[src/rtl/uart_receiver.sv]
// uart_receiver: oversampled (16x) asynchronous serial receiver.
// Frame format: one start bit, DBIT data bits LSB-first, an optional even
// parity bit, and a stop bit counted over SB_TICK oversample strobes.
// Optional feature: define UART_RX_PARITY_EN to add the parity bit and
// the parity_err flag. Without it, parity_err is tied low.
module uart_receiver #(
  parameter int DBIT    = 8,
  parameter int SB_TICK = 16
) (
  input  logic       clk,
  input  logic       rst,
  input  logic       rx,
  input  logic       s_tick,
  output logic [7:0] dout,
  output logic       rx_done,
  output logic       frame_err,
  output logic       busy,
  output logic       parity_err
);

  // Received bits enter at the MSB and move right. After DBIT shifts the
  // word sits in the top DBIT bits, so it is shifted down by SHIFT.
  localparam int         SHIFT    = 8 - DBIT;
  localparam logic [2:0] BIT_LAST = 3'(DBIT - 1);
  localparam logic [3:0] SB_LAST  = 4'(SB_TICK - 1);

`ifdef UART_RX_PARITY_EN
  typedef enum logic [2:0] {
    IDLE   = 3'd0,
    START  = 3'd1,
    DATA   = 3'd2,
    PARITY = 3'd3,
    STOP   = 3'd4
  } state_t;
`else
  typedef enum logic [2:0] {
    IDLE  = 3'd0,
    START = 3'd1,
    DATA  = 3'd2,
    STOP  = 3'd4
  } state_t;
`endif

  state_t     state_q, state_d;
  logic       rxMeta_q;
  logic       rxs_q;
  logic [3:0] tickCnt_q, tickCnt_d;
  logic [2:0] bitCnt_q, bitCnt_d;
  logic [7:0] shift_q, shift_d;
  logic [7:0] dout_q, dout_d;
  logic       rxDone_q, rxDone_d;
  logic       frameErr_q, frameErr_d;
  logic       armed_q, armed_d;
  logic [7:0] rxData;

`ifdef UART_RX_PARITY_EN
  logic       parityBit_q, parityBit_d;
  logic       parityErr_q, parityErr_d;
`endif

  assign rxData = shift_q >> SHIFT;

  // Two-flop synchronizer for the asynchronous serial line; resets to the idle level.
  always_ff @(posedge clk or posedge rst) begin
    if (rst) begin
      rxMeta_q <= 1'b1;
      rxs_q    <= 1'b1;
    end else begin
      rxMeta_q <= rx;
      rxs_q    <= rxMeta_q;
    end
  end

  // State, counters, shift register and the registered result flags.
  always_ff @(posedge clk or posedge rst) begin
    if (rst) begin
      state_q    <= IDLE;
      tickCnt_q  <= 4'd0;
      bitCnt_q   <= 3'd0;
      shift_q    <= 8'd0;
      dout_q     <= 8'd0;
      rxDone_q   <= 1'b0;
      frameErr_q <= 1'b0;
      armed_q    <= 1'b1;
`ifdef UART_RX_PARITY_EN
      parityBit_q <= 1'b0;
      parityErr_q <= 1'b0;
`endif
    end else begin
      state_q    <= state_d;
      tickCnt_q  <= tickCnt_d;
      bitCnt_q   <= bitCnt_d;
      shift_q    <= shift_d;
      dout_q     <= dout_d;
      rxDone_q   <= rxDone_d;
      frameErr_q <= frameErr_d;
      armed_q    <= armed_d;
`ifdef UART_RX_PARITY_EN
      parityBit_q <= parityBit_d;
      parityErr_q <= parityErr_d;
`endif
    end
  end

  // Next-state logic: every counter only moves on an s_tick, except the
  // start-edge detection in IDLE, which reacts to the line immediately.
  always_comb begin
    state_d    = state_q;
    tickCnt_d  = tickCnt_q;
    bitCnt_d   = bitCnt_q;
    shift_d    = shift_q;
    dout_d     = dout_q;
    rxDone_d   = 1'b0;
    frameErr_d = frameErr_q;
    armed_d    = armed_q;
`ifdef UART_RX_PARITY_EN
    parityBit_d = parityBit_q;
    parityErr_d = parityErr_q;
`endif
    unique case (state_q)
      IDLE: begin
        // After a framing error the line must go high before the next start,
        // so a held-low (break) line yields only one completed frame.
        if (!armed_q) begin
          if (rxs_q) begin
            armed_d = 1'b1;
          end
        end else if (!rxs_q) begin
          state_d   = START;
          tickCnt_d = 4'd0;
        end
      end
      START: begin
        if (s_tick) begin
          if (tickCnt_q == 4'd7) begin
            tickCnt_d = 4'd0;
            if (!rxs_q) begin
              state_d  = DATA;
              bitCnt_d = 3'd0;
            end else begin
              state_d = IDLE;
            end
          end else begin
            tickCnt_d = tickCnt_q + 4'd1;
          end
        end
      end
      DATA: begin
        if (s_tick) begin
          if (tickCnt_q == 4'd15) begin
            tickCnt_d = 4'd0;
            shift_d   = {rxs_q, shift_q[7:1]};
            if (bitCnt_q == BIT_LAST) begin
`ifdef UART_RX_PARITY_EN
              state_d = PARITY;
`else
              state_d = STOP;
`endif
            end else begin
              bitCnt_d = bitCnt_q + 3'd1;
            end
          end else begin
            tickCnt_d = tickCnt_q + 4'd1;
          end
        end
      end
`ifdef UART_RX_PARITY_EN
      PARITY: begin
        if (s_tick) begin
          if (tickCnt_q == 4'd15) begin
            tickCnt_d   = 4'd0;
            parityBit_d = rxs_q;
            state_d     = STOP;
          end else begin
            tickCnt_d = tickCnt_q + 4'd1;
          end
        end
      end
`endif
      STOP: begin
        if (s_tick) begin
          if (tickCnt_q == SB_LAST) begin
            tickCnt_d  = 4'd0;
            dout_d     = rxData;
            frameErr_d = ~rxs_q;
            armed_d    = rxs_q;
            rxDone_d   = 1'b1;
            state_d    = IDLE;
`ifdef UART_RX_PARITY_EN
            parityErr_d = (^rxData) != parityBit_q;
`endif
          end else begin
            tickCnt_d = tickCnt_q + 4'd1;
          end
        end
      end
      default: begin
        state_d = IDLE;
      end
    endcase
  end

  assign dout      = dout_q;
  assign rx_done   = rxDone_q;
  assign frame_err = frameErr_q;
  assign busy      = (state_q != IDLE);
`ifdef UART_RX_PARITY_EN
  assign parity_err = parityErr_q;
`else
  assign parity_err = 1'b0;
`endif

endmodule
[config.mk]
export PLATFORM = sky130hd
export DESIGN_NAME = uart_receiver
export DESIGN_NICKNAME = d
export VERILOG_FILES = /design/src/rtl/uart_receiver.sv
export SDC_FILE = /design/constraint.sdc
export NUM_CORES = 1
export LEC_CHECK = 0
export CAP_MARGIN = 5
export CELL_PAD_IN_SITES_DETAIL_PLACEMENT = 0
export CELL_PAD_IN_SITES_GLOBAL_PLACEMENT = 2
export CORE_UTILIZATION = 37
export DETAILED_ROUTE_END_ITERATION = 6
export PLACE_DENSITY = 0.77
export SYNTH_ARGS = -nofsm -noshare
export SYNTH_HDL_FRONTEND = slang
export SYNTH_SLANG_ARGS = --single-unit
[constraint.sdc]
create_clock -name clk -period 2 [get_ports clk]
set_clock_uncertainty 0.15 [all_clocks]
set_input_delay 0.2 -clock clk [delete_from_list [all_inputs] [get_ports clk]]
set_output_delay 0.2 -clock clk [all_outputs]
set_load 0.02 [all_outputs]
==> impl_results.md <==
* Worst R2R Path Depth at 4
* Clk buf depth at 2
* Aggregate global-route resource usage at 15.2%
* Multi-input logic area at 598 sq um
* WP buf/inv at 1
* RSZ-0062 raised after global routing: no
* Syn-to-layout area delta at 22.1%
* First drt pass iteration count at 4
* Setup TNS at 0 ns
* Post-CTS Setup Repair Bufs at 0
* Worst r2r src: state_q[0]
* Crit-path leading delay family: flip-flops
* Standard-cell rows at 22
* Final period utilization at between 90% and 100%
* I/O Buffers at 14
* Internal power at around 1.3 mW
* Iter 0 DRT Violations at 33
* CTS tree: yes
* Status: complete, no violations
* Initial antenna violation count at 0
* Highest clock rate at around 0.54 GHz
* Die Area at around 4200 sq um
* Synth Flop Type: dfrtp_1
* Final setup fails at 0
* Worst setup EP type: output port
* Post-Syn Nets at between 100 and 150
* Finished Core Util at around half
* Synth Cell Area at 1460 sq um
* Leakage at 0.838 nW
* Switching share of total power at around 28%
* Sink Count at 31
* Via/cell ratio at about 5.1
* Distinct cell type count after synthesis at 41
* Worst-path cell chain: or3_4 -> dlygate4sd2_1
* Setup Crit Path Kind: flip-flop to output port
* Area after DPL at about 1700 sq um
* Worst-Skew Late Latency at roughly 0.28 ns
* Post-Synthesis Cells at 123
* Critical path required time at ~1.7 ns
* Async set-reset flop share out of synthesis at between 90% and 100%
* DIE HEIGHT at ~65 um
* Pwr/cell area at just under 1000 nW/um^2
* Core ar. at ~3700 sq um
* Post-cts sizing count at 1
* Largest net degree at the start of global routing at 32
* Critical Path Slowest Stage Cell: dfrtp_1
* Fin area at roughly 1800 sq um
* Crit path from: state_q[1]
* Root buffer cell: clkbuf_8
* Worst hold path type: primary input to async pin
* Endpoints failing hold at 0
* Starting Density at between 30% and 40%
* Combinational Power Share at between 15 and 20%
* Max Slew Vio Count at 0
* ANT nets after route at 0
* Maximum capacitance violations at 0
* Worst-path clk slew at 0.07 ns
* Post-CTS Hold Fix Bufs at 0
* Sequential Area at approximately 800 sq um
* Grt ovf at 0
* Syn_area_per_cell at between 10 and 15 sq um
* Diodes inserted at 0
* Worst r2r dst: rxData[5]
* R2r setup slk at between 0.15 and 0.2 ns
* Worst VDD drop at approximately 0.00040 V
* Yosys warns at 0
* Placed cell count at about 190
* Sequential share of power at 44.3%
* Most frequent cells in the layout: dfrtp_1 (28), mux2_2 (17), clkdlybuf4s50_1 (13), buf_4 (9), inv_1 (7)
* Vias at 979
* Post-synth EDFFs at 0
* Residual DRC count at 0
* Worst path max stage delay at 0.45 ns
* # fillers at 344
* Layout cells sized above 1 at 30.3%
* Avg WL per Cell at ~14 um
* First-pass GRT wire length at ~4700 um
* CP arrival at about 1.5 ns
* Detail Placement HPWL at ~1800 um
* Proportion of synthesized chip area in sequential cells at 53.2%
* Min Clock Period, post-route at about 1.8 ns
* Power share of the clock group at a little over a third
* WP depth at 2
* Drt total wl at between 2000 and 3000 um
* Synthesized flop and latch total at 31
* Most common cell after layout, fill and taps aside: dfrtp_1
* Vias in the first global route at around 1,000
* Die Width at approximately 65 um
* CP Max Fanout at 7
* Setup crit start kind: flip-flop
* Nets at 151
* NetSw at roughly 480 uW
* GPL Wtd Cong at 0.743
* Num CTS Buffers at 5
* Worst setup path end: busy
* IO Pins at 16
* Post-Layout Cell Count at around 190
* Htree depth at 2
* Hold WS at ~0.15 ns
==> metal layers <==
metal | part of all wire, % | track usage, % | vias to the layer above
li1 | - | - | 474
met1 | 50 | 19.7 | 490
met2 | 47 | 22.8 | 13
met3 | 1.9 | 4.23 | 2
met4 | 0.83 | 8.33 | 0
met5 | 0 | 0 | -
==> power groups by stage <==
stage | combinational (mW) | sequential [mW] | clock (mW)
CTS | 0.351 | 0.773 | 0.651
floorplan | 0.312 | 0.745 | 0
detailed placement | 0.354 | 0.784 | 0
global route | 0.392 | 0.785 | 0.682
finish | 0.347 | 0.775 | 0.628
global placement | 0.347 | 0.785 | 0
==> registers in the layout (all words and copies together) (netlist names), 3 cells and up <==
| register | flops |
|---|---|
| bitCnt_q | 3 |
| state_q | 3 |
| dout | 8 |
| tickCnt_q | 4 |
| rxData | 8 |
==> worst register-to-register path, stage by stage, from the launching register on <==
cell and delay, ns:
dfrtp_1 0.44, nand2b_1 0.19, or2_2 0.33, nor2_4 0.23
mux2_2 0.38
==> metrics by stage <==
stage          setup WS, ns  total power [mW]
6_report              0.158              1.75
3_3_place_gp          0.114              1.13
4_1_cts               0.150              1.77
5_1_grt              0.0610              1.86
2_1_floorplan         0.173              1.06
3_5_place_dp         0.0559              1.14
==> cells in the mapped netlist (2+ instances only) <==
| master | number | area (sq um) |
|---|---|---|
| dfrtp_1 | 28 | 701 |
| mux2_2 | 17 | 191 |
| inv_1 | 7 | 26.3 |
| nand2_1 | 6 | 22.5 |
| nor2_1 | 6 | 22.5 |
| buf_2 | 5 | 25.0 |
| nand3_1 | 5 | 25.0 |
| a21oi_1 | 3 | 15.0 |
| dfstp_2 | 3 | 78.8 |
| ha_1 | 3 | 37.5 |
| o21ai_1 | 3 | 15.0 |
| buf_6 | 2 | 22.5 |
| mux2i_1 | 2 | 20.0 |
| nand2b_1 | 2 | 12.5 |
| nor3b_1 | 2 | 15.0 |
| o2111ai_1 | 2 | 17.5 |
| o211ai_1 | 2 | 15.0 |
| o21ai_0 | 2 | 10.0 |
==> cell type report <==
cell class | count | share of cell area [%]
timing repair buffer | 23 | 11.5
tap | 48 | 3.36
inverter | 7 | 1.47
clock inverter | 2 | 1.96
sequential | 31 | 43.6
clock buffer | 6 | 4.62
multi-input combinational | 76 | 33.5
==> worst min-delay path by stage <==
| stage | start | slack (ns) | cells after the start | to |
|---|---|---|---|---|
| floorplan | rx | 0.05 | 0 | rxMeta_q |
| detailed placement | rxMeta_q | 0.20 | 0 | rxs_q |
| CTS | rst | 0.15 | 3 | dout[6] |
| global placement | rxMeta_q | 0.20 | 0 | rxs_q |
| global route | rx | 0.16 | 1 | rxMeta_q |
| finish | rst | 0.15 | 3 | tickCnt_q[2] |
==> kinds of logic after synthesis <==
kind of cell | after synthesis | synth area share, %
simple gates | 33 | 13.6
flops | 31 | 53.2
compound gates | 19 | 9.40
mux | 19 | 14.4
buf+inv | 16 | 5.90
fa+ha+maj | 3 | 2.56
other cells | 1 | 0.256
xor+xnor | 1 | 0.598
Power figures use the tool's default switching activity.
==> RTL change 1 (same settings) <==
Build with the macro `UART_RX_PARITY_EN` defined.
--- a/src/rtl/uart_receiver.sv
+++ b/src/rtl/uart_receiver.sv
@@ -5,2 +5,4 @@
 // the parity_err flag. Without it, parity_err is tied low.
+`define UART_RX_PARITY_EN
+
 module uart_receiver #(
Behaviour: no difference found for any inputs over 10 cycles, from zero or initial values and one cycle with rst high; that may be too few to reach the edited logic, so the function may still have changed.
==> RTL change 1 against the unedited design <==
  * Power up 7.6%
  * Sequential cell count rose by 2
  * Synthesized area is 11% higher
  * Hold slack better by 0.013 ns
  * Setup slack worse by 0.016 ns
  * Final area increased by 13%
  * Wire length is 20% higher
  * Non-clock buffer count rose by 6
==> RTL change 1: results (changes against the unedited design) <==
----------------------------------------------------
[Status]
  Status ... finished clean

[Global route]
  Pin count of the biggest net entering global routing ... 34 (+6.3%)
  Antenna violations before repair ... 0 (unchanged)
  Wire length of the first global-routing pass ... 5340 µm (+13%)
  Via count of the first global-routing pass ... 1190 (+17%)
  Global routing usage summed across all routing layers ... 16.1% (+0.93 points)

[Synthesis]
  Synthesis warning total ... 0 (unchanged)
  Post-synth ARST share ... 100% (unchanged)
  Area contributors post-synth ... dfrtp_1 (46%), mux2_2 (12%), dfstp_2 (4.8%), xnor2_1 (2.7%), nand3_1 (2.5%)
  Sequential element share of the synthesized area ... 50.9% (-2.3 points)
  Mapped Nets ... 149 (+15%)
  Cell variety after synth ... 41 (unchanged)
  Post-synth top cells ... dfrtp_1 (30), mux2_2 (18), nand2_1 (8), nand3_1 (8)
  Post-Synthesis Cells ... 142 (+15%)
  Most used DFF post-synth ... dfrtp_1

[Worst setup path]
  Cell at the slowest stage of the critical path ... or4b_4
  Top delay family on crit path ... simple AND/OR/NAND/NOR gates
  Critical path data arrival time ... 1.88 ns (+0.39 ns)
  Crit path largest cell delay ... 0.57 ns (+0.12 ns)
  Crit-path max FO ... 9 (+2)

[Detailed routing]
  Wire length per cell ... 14.3 µm (+4.8%)
  Via Count ... 1144 (+17%)
  Number of DRC markers after the initial detailed-route iteration ... 18 (-45%)

[Pwr]
  Worst VDD drop ... 0.490 mV (+23%)
  Static power due to leakage ... 0.942 nW (+12%)

[Final layout]
  Count of non-filler cells in the finished layout ... 221 (+15%)
  Count of nets after finishing ... 177 (+17%)
  Final-layout fill cell count ... 406 (+18%)
  Fraction of layout instances using a drive strength above 1 ... 28.1% (-2.3 points)
  Antenna cell count ... 0 (unchanged)

[Placed design]
  Placer Congestion ... 0.727 (-2.1%)
  Placed instance area ... 1920 µm² (+15%)
  Cells after DPL ... 213 (+15%)
  Pre-CTS WS ... 0.0865 ns (+0.0306 ns)
  Detailed-placement wirelength estimate ... 2290 µm (+27%)
  Count of port buffers added during placement ... 15 (+1)

[Clock network]
  Worst-skew pair later-pin latency ... 0.28 ns (about the same)
  Buffers inserted during post-CTS setup optimization ... 0 (unchanged)
  Number of buffers created by CTS ... 5 (unchanged)
  Clk pin slew, worst setup/hold paths ... 0.07 ns (about the same)
  Deepest level of the CTS H-tree ... 2 (unchanged)
  Longest Clk Path Bufs ... 2 (unchanged)
  CTS root buffer ... clkbuf_8

[Timing]
  Tightest slew margin relative to the limit ... 72.2%
  Fin Setup TNS ... 0 ns (unchanged)

[Min path]
  Class of the most critical hold timing path ... in2async

----------------------------------------------------
==> RTL change 1: kinds of logic after synthesis <==
kind of cell / Yosys count / synth area share, %
AND/OR/NAND/NOR: 42 / 15.6
flip-flops: 33 / 50.9
AO/OA/AOI/OAI: 22 / 8.68
multiplexers: 20 / 13.7
buffers and inverters: 14 / 3.69
XOR/XNOR: 8 / 5.15
adder cells (fa/ha/maj): 3 / 2.30
==> RTL change 1: final timing paths <==
check / startpoint / to / slack [ns] / cells after the start
worst min register to register: rxMeta_q$_DFF_PP1_ / rxs_q$_DFF_PP1_ / 0.21 / 0
worst min-delay path: rst / dout[6]$_DFFE_PP0P_ / 0.16 / 3
worst max-delay path: state_q[1]$_DFFE_PP0P_ / tickCnt_q[2]$_DFFE_PP0P_ / 0.14 / 4
min in group clk: rx / rxMeta_q$_DFF_PP1_ / 0.17 / 1
max in group asynchronous: rst / rxs_q$_DFF_PP1_ / 1.21 / 3
worst max register to register: state_q[1]$_DFFE_PP0P_ / tickCnt_q[2]$_DFFE_PP0P_ / 0.14 / 4
==> RTL change 1: worst min-delay path: cells and delay by family <==
family | cells | cell delay (ns)
buf+inv | 3 | 0.82
==> RTL change 1: repair_timing <==
action / in CTS / in global routing
endpoints found under the setup margin: 1 / 1
pin swaps: 0 / 0
resized for setup: 1 / 1
==> RTL change 1: metrics by stage <==
stage | power, mW | utilization, %
3_3_place_gp | 1.32 | 46.7
4_1_cts | 1.90 | 49.1
2_1_floorplan | 1.17 | -
5_1_grt | 2.00 | 49.3
3_5_place_dp | 1.35 | 46.7
6_report | 1.88 | 49.3
==> RTL change 1: layout make-up <==
cell class	count	area (µm²)	area share [%]
clock buffer	7	96.3	4.75
sequential	33	830	40.9
timing repair buffer	29	267	13.1
clock inverter	1	5.00	0.247
multi-input combinational	95	744	36.7
inverter	6	22.5	1.11
tap	50	62.6	3.09
==> RTL change 1: metal layers <==
layer | wire (µm) | global-route usage [%] | up-vias
met5 | 0 | 0 | -
met4 | 40 | 8.59 | 0
met3 | 90 | 4.00 | 4
met2 | 1430 | 25.1 | 19
met1 | 1610 | 20.5 | 564
li1 | - | - | 557
==> RTL change 1: power by group <==
part / leakage [nW] / switching [mW] / internal, mW / total, mW
Combinational: 0.454 / 0.239 / 0.242 / 0.481
Clock: 0.0542 / 0.238 / 0.311 / 0.549
Sequential: 0.433 / 0.0988 / 0.755 / 0.854
==> RTL change 2 (config.mk and constraints unchanged) <==
Without the edit above. Make the reset (`rst`) synchronous in 2 clocked blocks. Comments in the files are not updated.
--- a/src/rtl/uart_receiver.sv
+++ b/src/rtl/uart_receiver.sv
@@ -63,3 +63,3 @@
   // Two-flop synchronizer for the asynchronous serial line; resets to the idle level.
-  always_ff @(posedge clk or posedge rst) begin
+  always_ff @(posedge clk) begin
     if (rst) begin
@@ -74,3 +74,3 @@
   // State, counters, shift register and the registered result flags.
-  always_ff @(posedge clk or posedge rst) begin
+  always_ff @(posedge clk) begin
     if (rst) begin
Formal check against the unedited RTL: differs if rst is asserted again (counterexample within 4 cycles, from zero or initial values and one cycle with rst high); with rst held inactive, the same outputs for 10 cycles.
==> RTL change 2 against the unedited design <==
  * Synthesized area shrank 4.0%
  * Non-clock buffer count grew 3
  * Final area shrank 1.5%
  * Sequential cell count is the same
  * Cell count grew 26%
  * Global-route usage grew 1.7 points
  * Setup slack lost 0.025 ns
  * Wire length grew 11%
Power is not compared: it rests on default switching activity, and its combinational part moved more than twofold at a synthesized area within 25%.
==> RTL change 2: results (changes against the unedited design) <==
----------------------------------------------------
[Status]
  Status ... finished clean

[Global route]
  Pin count of the biggest net entering global routing ... 21 (-34%)
  Met1 usage ... 21.4% (+1.7 points)
  Global routing usage summed across all routing layers ... 16.9% (+1.7 points)
  Met3 usage ... 5.98% (+1.8 points)

[Placed design]
  Detailed-placement wirelength estimate ... 2120 µm (+17%)
  Placed instance area ... 1640 µm² (-2.0%)
  Placer Congestion ... 0.788 (+6.1%)
  Pre-CTS WS ... 0.106 ns (+0.0502 ns)

[Synthesis]
  Post-synth top cells ... nand2_1 (37), dfxtp_1 (31), a21oi_1 (24)
  Multiplexer fraction of the synthesized cell area ... 2.23% (-12 points)
  Most used DFF post-synth ... dfxtp_1
  Mapped Nets ... 179 (+38%)
  Post-Synthesis Cells ... 172 (+40%)
  Area contributors post-synth ... dfxtp_1 (44%), nand2_1 (9.9%), a21oi_1 (8.5%), o21ai_0 (3.9%), ha_1 (2.7%)
  Xor and xnor area share after synthesis ... 1.25% (+0.65 points)
  Cell variety after synth ... 37 (-9.8%)
  Post-synth ARST share ... 0% (-100 points)
  Sequential element share of the synthesized area ... 44.2% (-9.1 points)
  Complex-gate fraction of the synthesized area ... 17.1% (+7.7 points)

[Final layout]
  Final-layout fill cell count ... 382 (+11%)
  Count of non-filler cells in the finished layout ... 243 (+26%)
  Count of nets after finishing ... 202 (+34%)
  Fraction of layout instances using a drive strength above 1 ... 16.4% (-14 points)

[Worst setup path]
  Internal reg-to-reg setup slack ... 0.16 ns
  Reg2reg path depth ... 5 (+1)
  Crit-path max FO ... 6 (-1)
  Crit path largest cell delay ... 0.61 ns (+0.16 ns)
  Timing startpoint of the critical path ... state_q[1]$_SDFFE_PP0P_
  Reg2Reg Capture Point ... tickCnt_q[3]$_SDFFE_PP0P_
  Cell at the slowest stage of the critical path ... clkdlybuf4s50_1
  Critical path data arrival time ... 1.52 ns (+0.03 ns)

[Detailed routing]
  Number of DRC markers after the initial detailed-route iteration ... 82 (+150%)
  Total wirelength of the detailed-routed design ... 2920 µm (+11%)
  Met3 WL post-DR ... 104 µm (+100%)
  WL met1 ... 1460 µm (+10%)
  Via Count ... 1217 (+24%)
  Wire length on met2 ... 1330 µm (+7.6%)

[Timing]
  Hold slack final ... 0.256 ns (+0.109 ns)
  Final Max Tran Viols ... 0 (unchanged)
  Achievable frequency ... 536 MHz (-1.4%)

[Min path]
  Class of the most critical hold timing path ... reg2reg

----------------------------------------------------
RTL change 2: cell types whose count changed after synthesis, sizes merged, moves of 3 or more:
cell    unedited run  this run
nor2               7        11
a21oi              3        24
dfrtp             28         0
nand3b             0         3
mux2              17         1
buf                8         4
dfstp              3         0
dfxtp              0        31
o21ai              5        11
nand2              6        37
clkbuf             1         6
RTL change 2: timing repair:
action / 4_1_cts / 5_1_grt
pin swaps: 0 / 1
setup endpoints to repair: 1 / 2
hold buffers: 0 / 0
gates resized for setup: 1 / 5
RTL change 2: area by class of cell:
cell class                 instances  area (µm²)  share of cell area (%)
multi-input combinational        126         724                    41.2
sequential                        31         624                    35.5
timing repair buffer              26         230                    13.1
clock buffer                       6        72.6                    4.12
tap                               48        60.1                    3.41
clock inverter                     1        30.0                    1.71
inverter                           5        18.8                    1.07
RTL change 2: report_power, final:
group          switching (mW)  internal [mW]
clock                   0.220          0.365
combinational          0.0329         0.0240
sequential            0.00699          0.620
total                   0.260           1.01
